===== src/rtl/ext_code_seq_param_if.sv =====
// Host/trigger bus for the external-code sequencer: table load, index control,
// trigger input and the channel outputs that follow the trigger.
interface ext_code_seq_param_if #(
    parameter int WIDTH = 32,
    parameter int IDX_W = 3
);
    logic             iWrEn;
    logic [IDX_W-1:0] iWrAddr;
    logic [WIDTH-1:0] iWrData;
    logic             iLoadIdx;
    logic [IDX_W-1:0] iLoadVal;
    logic [1:0]       iMode;
    logic             iTrigger;
    logic [WIDTH-1:0] oCode;
    logic [IDX_W-1:0] oIndex;
    logic             oActive;
    logic             oDone;

    // Strobes (iWrEn, iLoadIdx) act on every clock they are high; there is no
    // back-pressure. iTrigger is level-sensitive and may be fully asynchronous.
    modport master (
        output iWrEn, iWrAddr, iWrData, iLoadIdx, iLoadVal, iMode, iTrigger,
        input  oCode, oIndex, oActive, oDone
    );

    modport slave (
        input  iWrEn, iWrAddr, iWrData, iLoadIdx, iLoadVal, iMode, iTrigger,
        output oCode, oIndex, oActive, oDone
    );
endinterface


===== src/rtl/ext_code_seq_param.sv =====
// External-code sequencer: a host-loaded code table stepped by external trigger
// pulses; the current code is driven only while a pulse is being served.
module ext_code_seq_param #(
    parameter int WIDTH       = 32,
    parameter int IDX_W       = 3,
    parameter int SYNC_STAGES = 2
) (
    input logic                iClk,
    input logic                iRst,
    ext_code_seq_param_if.slave bus
);
    localparam int DEPTH = 2 ** IDX_W;

    typedef enum logic [1:0] {
        ST_IDLE   = 2'd0,
        ST_ACTIVE = 2'd1,
        ST_DONE   = 2'd2
    } state_t;

    logic [WIDTH-1:0]       mem_q [DEPTH];
    logic [SYNC_STAGES-1:0] sync_q;
    logic [SYNC_STAGES-1:0] fill_q;
    logic                   trg_s_q;
    logic                   armed_q;
    state_t                 state_q, state_d;
    logic [WIDTH-1:0]       code_q, code_d;
    logic [IDX_W-1:0]       idx_q, idx_d;
    logic                   pend_q, pend_d;

    logic                   sync_out;
    logic                   rise;
    logic                   fall;
    logic                   at_end;
    logic [IDX_W-1:0]       idx_next;

    assign sync_out = sync_q[SYNC_STAGES-1];

    // fill_q marks when the chain holds real samples; the detector only arms
    // once the trigger has been seen low, so a trigger held high through reset
    // never looks like a new rise.
    always_ff @(posedge iClk or posedge iRst) begin
        if (iRst) begin
            sync_q  <= '0;
            fill_q  <= '0;
            trg_s_q <= 1'b1;
            armed_q <= 1'b0;
        end else begin
            sync_q  <= {sync_q[SYNC_STAGES-2:0], bus.iTrigger};
            fill_q  <= {fill_q[SYNC_STAGES-2:0], 1'b1};
            trg_s_q <= sync_out;
            if (fill_q[SYNC_STAGES-1] && !sync_out) begin
                armed_q <= 1'b1;
            end
        end
    end

    assign rise = armed_q && sync_out && !trg_s_q;
    assign fall = trg_s_q && !sync_out;

    // Table has no reset; nonblocking write gives read-before-write on capture.
    always_ff @(posedge iClk) begin
        if (bus.iWrEn) begin
            mem_q[bus.iWrAddr] <= bus.iWrData;
        end
    end

    assign at_end   = bus.iMode[0] ? (idx_q == '1) : (idx_q == '0);
    assign idx_next = bus.iMode[0] ? idx_q + IDX_W'(1) : idx_q - IDX_W'(1);

    always_ff @(posedge iClk or posedge iRst) begin
        if (iRst) begin
            state_q <= ST_IDLE;
            code_q  <= '0;
            idx_q   <= '0;
            pend_q  <= 1'b0;
        end else begin
            state_q <= state_d;
            code_q  <= code_d;
            idx_q   <= idx_d;
            pend_q  <= pend_d;
        end
    end

    always_comb begin
        state_d = state_q;
        code_d  = code_q;
        idx_d   = idx_q;
        pend_d  = pend_q;
        case (state_q)
            ST_IDLE: begin
                if (rise) begin
                    state_d = ST_ACTIVE;
                    code_d  = mem_q[idx_q];
                    pend_d  = 1'b1;
                end
            end
            ST_ACTIVE: begin
                if (fall) begin
                    state_d = ST_IDLE;
                    code_d  = '0;
                    pend_d  = 1'b0;
                    if (pend_q) begin
                        if (at_end && bus.iMode[1]) begin
                            state_d = ST_DONE;
                        end else begin
                            idx_d = idx_next;
                        end
                    end
                end
            end
            ST_DONE: begin
                state_d = ST_DONE;
            end
            default: begin
                state_d = ST_IDLE;
            end
        endcase
        // An index load overrides any step and cancels the advance owed by a pulse.
        if (bus.iLoadIdx) begin
            idx_d  = bus.iLoadVal;
            pend_d = 1'b0;
            if (state_d == ST_DONE) begin
                state_d = ST_IDLE;
            end
        end
    end

    assign bus.oCode   = code_q;
    assign bus.oIndex  = idx_q;
    assign bus.oActive = (state_q == ST_ACTIVE);
    assign bus.oDone   = (state_q == ST_DONE);
endmodule

===== src/flat_wrapper.sv =====
// flat-port wrapper written by rule: the top's interface ports become plain ports
module ext_code_seq_param_flat 
#(
    parameter int WIDTH       = 32,
    parameter int IDX_W       = 3,
    parameter int SYNC_STAGES = 2
)
  (iClk, iRst, bus_iWrEn, bus_iWrAddr, bus_iWrData, bus_iLoadIdx, bus_iLoadVal, bus_iMode, bus_iTrigger, bus_oCode, bus_oIndex, bus_oActive, bus_oDone);
  ext_code_seq_param_if #(.WIDTH(WIDTH), .IDX_W(IDX_W)) bus_i ();
  input logic iClk;
  input logic iRst;
  input wire logic [$bits(bus_i.iWrEn)-1:0] bus_iWrEn;
  input wire logic [$bits(bus_i.iWrAddr)-1:0] bus_iWrAddr;
  input wire logic [$bits(bus_i.iWrData)-1:0] bus_iWrData;
  input wire logic [$bits(bus_i.iLoadIdx)-1:0] bus_iLoadIdx;
  input wire logic [$bits(bus_i.iLoadVal)-1:0] bus_iLoadVal;
  input wire logic [$bits(bus_i.iMode)-1:0] bus_iMode;
  input wire logic [$bits(bus_i.iTrigger)-1:0] bus_iTrigger;
  output wire logic [$bits(bus_i.oCode)-1:0] bus_oCode;
  output wire logic [$bits(bus_i.oIndex)-1:0] bus_oIndex;
  output wire logic [$bits(bus_i.oActive)-1:0] bus_oActive;
  output wire logic [$bits(bus_i.oDone)-1:0] bus_oDone;
  assign bus_i.iWrEn = bus_iWrEn;
  assign bus_i.iWrAddr = bus_iWrAddr;
  assign bus_i.iWrData = bus_iWrData;
  assign bus_i.iLoadIdx = bus_iLoadIdx;
  assign bus_i.iLoadVal = bus_iLoadVal;
  assign bus_i.iMode = bus_iMode;
  assign bus_i.iTrigger = bus_iTrigger;
  assign bus_oCode = bus_i.oCode;
  assign bus_oIndex = bus_i.oIndex;
  assign bus_oActive = bus_i.oActive;
  assign bus_oDone = bus_i.oDone;
  ext_code_seq_param #(.WIDTH(WIDTH), .IDX_W(IDX_W), .SYNC_STAGES(SYNC_STAGES)) u_core (.iClk(iClk), .iRst(iRst), .bus(bus_i));
endmodule

===== config.mk =====
export PLATFORM = sky130hd
export DESIGN_NAME = ext_code_seq_param_flat
export DESIGN_NICKNAME = d
export VERILOG_FILES = /design/src/rtl/ext_code_seq_param_if.sv /design/src/rtl/ext_code_seq_param.sv /design/src/flat_wrapper.sv
export SDC_FILE = /design/constraint.sdc
export NUM_CORES = 1
export LEC_CHECK = 0
export ABC_AREA = 1
export BUFFER_PORTS_ARGS = -buffer_cell sky130_fd_sc_hd__clkbuf_2
export CAP_MARGIN = 10
export CORE_MARGIN = 2
export CORE_UTILIZATION = 24
export CTS_CLUSTER_DIAMETER = 200
export DETAILED_ROUTE_END_ITERATION = 16
export PLACE_DENSITY_LB_ADDON = 0.1
export SYNTH_ARGS = -nofsm -noshare
export SYNTH_HDL_FRONTEND = slang
export SYNTH_SLANG_ARGS = --single-unit

===== constraint.sdc =====
create_clock -name iClk -period 4.1 [get_ports iClk]
set_input_delay 0.205 -clock iClk [delete_from_list [all_inputs] [get_ports iClk]]
set_output_delay 0.205 -clock iClk [all_outputs]
set_load 0.05 [all_outputs]

Yosys cells after proc, flatten, opt, wreduce, memory -nomap -nowiden
Memories as Yosys holds them, arrays and structs flattened.
Cells that the tools add are included.
- register bits after elaboration: 44
- memory bits (writable): 256
- input port bits: 45
- output and inout bits: 37
- word-level logic and storage cells: 60
- memories kept: 1
- add/sub/neg operators: 2
- eq/ne operators: 9
- multiplexer cells: 23
- reductions and logical operators: 17
- memory list (name ; depth ; bits a word ; read ports ; clocked after memory_dff ; wr ports ; RTL line ; source):
    u_core.mem_q ; 8 ; 32 ; 1 ; 0 ; 1 ; ext_code_seq_param.sv:20 ; logic [WIDTH-1:0] mem_q [DEPTH];
- operators with widths (kind ; number):
    $mux W32 ; 2
    $pmux W32 S2 ; 1
    $mux W3 ; 6
    $mux W2 ; 6
    $reduce_bool A2 Y1 ; 4
    $mux W1 ; 6
    $ne A3 B2 Y1 const B ; 2
    $pmux W2 S3 ; 1
    $reduce_and A3 Y1 ; 2
    $logic_and A1 B1 Y1 ; 5
    $eq A2 B2 Y1 const B ; 2
    $ne A2 B1 Y1 const B ; 2
    $reduce_and A4 Y1 ; 1
    $add A3 B1 Y3 const B ; 1
    $eq A3 B3 Y1 const B ; 1
    $logic_not A3 Y1 ; 1
    $reduce_bool A3 Y1 ; 1
    $sub A3 B1 Y3 const B ; 1
    $eq A2 B1 Y1 const B ; 1
    $logic_not A1 Y1 ; 2
    $logic_not A2 Y1 ; 1
    $ne A2 B2 Y1 const B ; 1
    $pmux W1 S2 ; 1

Logic depth before layout (Yosys ltp)
- depth after elaboration: 10
- depth in mapped cells: 10
- gate-level depth less buffers: 8

Worst setup path before layout
Ideal clock, no wire load.
- kind: input to register
- from: in bus_iWrAddr[0]
- to: mem u_core.mem_q[0][0] (enable)
- setup time: 421 ps
- arrival: 1700 ps
- required time: 3679 ps
- setup slack: 1978 ps
- stages on the path: 3
- buffers on the path: 0
- cell sequence: inv_1 nand2_1 nor2_1
- RTL lines (element ; RTL line ; source):
    from (decl) ; flat_wrapper.sv:13 ; input wire logic [$bits(bus_i.iWrAddr)-1:0] bus_iWrAddr;
    to (decl) ; ext_code_seq_param.sv:20 ;
No word-level cell before the write port.

Worst setup path after layout
- from: reg u_core.idx_q[0] (netlist: u_core.bus.oIndex[0])
- to: out bus_oIndex[0]
- RTL lines (element ; RTL line ; source):
    from (decl) ; ext_code_seq_param.sv:27 ; logic [IDX_W-1:0] idx_q, idx_d;
    from (signal assigned) ; ext_code_seq_param.sv:79 ; idx_q <= idx_d;
    to (decl) ; flat_wrapper.sv:20 ; output wire logic [$bits(bus_i.oIndex)-1:0] bus_oIndex;
No word-level cell between the ends.

==> metrics.cfg <==
[routing]
vias=7939
drtPass1Iterations=5
drc=0
wirelength_um=34300
avgViaCountPerCell=4.11
drtAntennaViolNets=0
drtIter0Drc=467
avgRoutedWirePerCell_um=17.8

[worst_hold_path]
hp-start=bus_iLoadVal[0]
hold_class=input port to flop

[clocking]
post_cts_buffers=0
cts_buffers=37
cts_root_buffer=clkbuf_16
clk_latency_ns=0.53
cts_tree=built
htreeDepth=2
clk_pin_slew_worst_paths_ns=0.05
clockBufferDepth=3
cts_sinks=300

[critical_path]
critPathLaunch=u_core.bus.oIndex[0]
path_max_fanout=86
cp_data_required_time_ns=3.89
crit_path_end_kind=output pin
crit_slowest_cell=dfrtp_4
max_stage_delay_ns=0.87
cp.arrival_ns=2.26
cp-start-kind=flop
path_class=flop to output pin
worstReg2RegStart=u_core.bus.oIndex[1]
cp_num_buf_inv=2
crit_chain=buf_12 > clkbuf_2
critPathTopFamily=flip-flops

[power]
p_comb_share_pct=17.5
seqPwrFrac_pct=45.6
vdd_drop_max_mv=0.198
p_clk_share_pct=36.9
p_leak_nw=6.00
p_per_area_mw_per_mm2=546
internal_power_mw=5.64
p_switching_mw=2.46
swShare_pct=30.4

[cells_and_area]
finalInstanceArea_mm2=0.0148
fin_cells=1930
area_growth_syn_to_layout_pct=22.1
fin_nets=1274
utilization_pct=29.6
drive_gt1_share_pct=12.7
nFillCells=5246

[timing]
fmax_mhz=406
period_share_pct=60.0
rsz0062_at_grt=no
final-setup-viol-count=0
worst_hold_slack_ns=0.0688
finalSetupTns_ns=0
tightest_slew_ns=0.915
finalHoldViolCount=0
finalCriticalPeriod_ns=2.46
relSlewSlack_pct=38.9
clock_skew_ns=0.0157
slew_violations=0

[placed_design]
placed_area_mm2=0.0134
placed_cells=1824
hpwlAfterDp_um=17900
port_buffers=81
place_congestion=0.686

[synth]
synthesis.area_mm2=0.0121
netlist.area_leader.share_pct=63.3
synth_nets=1156
syn_avg_cell_area_um2=10.9
synth-warning-count=0
yosys-top-cells-area=edfxtp_1 (63%), nand2_1 (13%), dfrtp_1 (8.9%)
syn-instance-count=1110
ys_seq_area_share_pct=72.4
ys_types=22
synth_top_cell_by_area=edfxtp_1
synth-seq-cells=300

[floorplanning]
coreArea_mm2=0.0501
die_area_mm2=0.0524
std_cell_rows=82
io_pins=82
fp.dieH_um=229
initial_core_util_pct=24.3
die_w_um=229

[global_route]
antenna_found_initial=2
grt_pass1_wl_um=52000
grt_usage_pct=13.3
grt-ovfl-total=0
grt_pass1_vias=7905
grt_max_degree=109

[flow_run]
cap_violations=0

[outcome]
status=complete, no violations

==> state kept, by name (all words and copies together) (netlist names) <==
signal / count
u_core.armed_q: 1
u_core.mem_q: 256
u_core.sync_q: 2
u_core.pend_q: 1
u_core.bus.oIndex: 3
u_core.trg_s_q: 1
u_core.fill_q: 2
u_core.state_q: 2
u_core.bus.oCode: 32
==> power by group through the flow <==
stage	registers, mW	clock network (mW)	logic [mW]
after floorplan	4.06	0	0.622
after global placement	3.76	0	1.42
after detailed placement	3.76	0	1.42
after CTS	3.70	3.11	1.45
after global routing	3.72	3.21	1.57
final	3.69	2.99	1.41
==> cell families (layout without fill, tap and decap cells) <==
kind of cell / count (synthesis) / count (layout) / synth area share [%]
flip-flops: 300 / 300 / 72.4
AO/OA/AOI/OAI: 40 / 40 / 1.72
other: 1 / 3 / 0.0309
buffers and inverters: 138 / 284 / 4.79
adder cells (fa/ha/maj): 1 / 1 / 0.165
AND/OR/NAND/NOR: 630 / 630 / 20.9
==> stage by stage <==
step | total power, mW | worst slack, ns
6_report | 8.09 | 1.64
5_1_grt | 8.50 | 1.51
4_1_cts | 8.26 | 1.55
3_5_place_dp | 5.18 | 1.71
3_3_place_gp | 5.18 | 1.78
2_1_floorplan | 4.68 | 1.98
==> Yosys cell counts, drive strengths merged <==
cell,n
edfxtp,256
inv,82
nand3,136
dfstp,1
a21oi,4
o31ai,1
clkbuf,20
conb,1
nor2,80
buf,36
nand2,414
o21ai,34
fa,1
dfrtp,43
o21bai,1
==> worst min-delay path: stages <==
cell and delay (ns):
clkbuf_2 0.08, nand2_1 0.04, o21ai_0 0.07, nand2_1 0.06, nand2_1 0.08
==> metal layers <==
layer	vias up	GRT usage [%]	routed length (um)	part of all wire (%)
li1	3913	-	-	-
met1	3843	18.3	16400	48
met2	142	21.6	15900	46
met3	41	2.18	1340	3.9
met4	0	3.92	644	1.9
met5	-	0	0	0
==> placed cells by master, fill, tap and decap left out <==
master / n
a21oi_4: 1
nor2_4: 9
nor2_1: 71
clkinv_2: 4
clkinv_1: 8
o21ai_1: 2
inv_1: 80
dfstp_2: 1
o31ai_1: 1
dfrtp_2: 1
clkbuf_8: 1
dfrtp_4: 2
dlygate4sd3_1: 37
inv_4: 1
nand2_1: 414
fa_1: 1
inv_2: 1
buf_12: 2
clkbuf_2: 81
buf_4: 15
o21ai_0: 32
conb_1: 1
edfxtp_1: 256
o21bai_1: 1
a21oi_1: 3
dfrtp_1: 40
clkbuf_1: 14
diode_2: 2
clkbuf_16: 39
nand3_1: 136
inv_6: 1
==> final cells by class <==
class | instances | area, um^2 | share of cell area (%)
Clock inverter | 13 | 58.8 | 0.397
Tap cell | 672 | 841 | 5.67
Sequential cell | 300 | 8800 | 59.3
Antenna cell | 2 | 5.00 | 0.0338
Multi-Input combinational cell | 672 | 2840 | 19.2
Timing Repair Buffer | 135 | 928 | 6.26
Clock buffer | 54 | 1040 | 7.03
Inverter | 82 | 310 | 2.09
==> worst paths after layout <==
check	endpoint	slack, ns	cells past startpoint
worst min-delay path	u_core.bus.oIndex[0]	0.07	5
max in group asynchronous	u_core.bus.oCode[26]	2.82	4
min in group asynchronous	u_core.bus.oCode[17]	0.41	3
worst min register to register	u_core.fill_q[1]	0.35	0
worst max-delay path	bus_oIndex[0]	1.64	2
worst max register to register	u_core.bus.oCode[21]	1.77	6
==> repair_timing <==
item	in CTS	in global routing
hold buffers	37	0
endpoints found under the hold margin	290	0
resized for setup	0	0
Power figures use the tool's default switching activity.
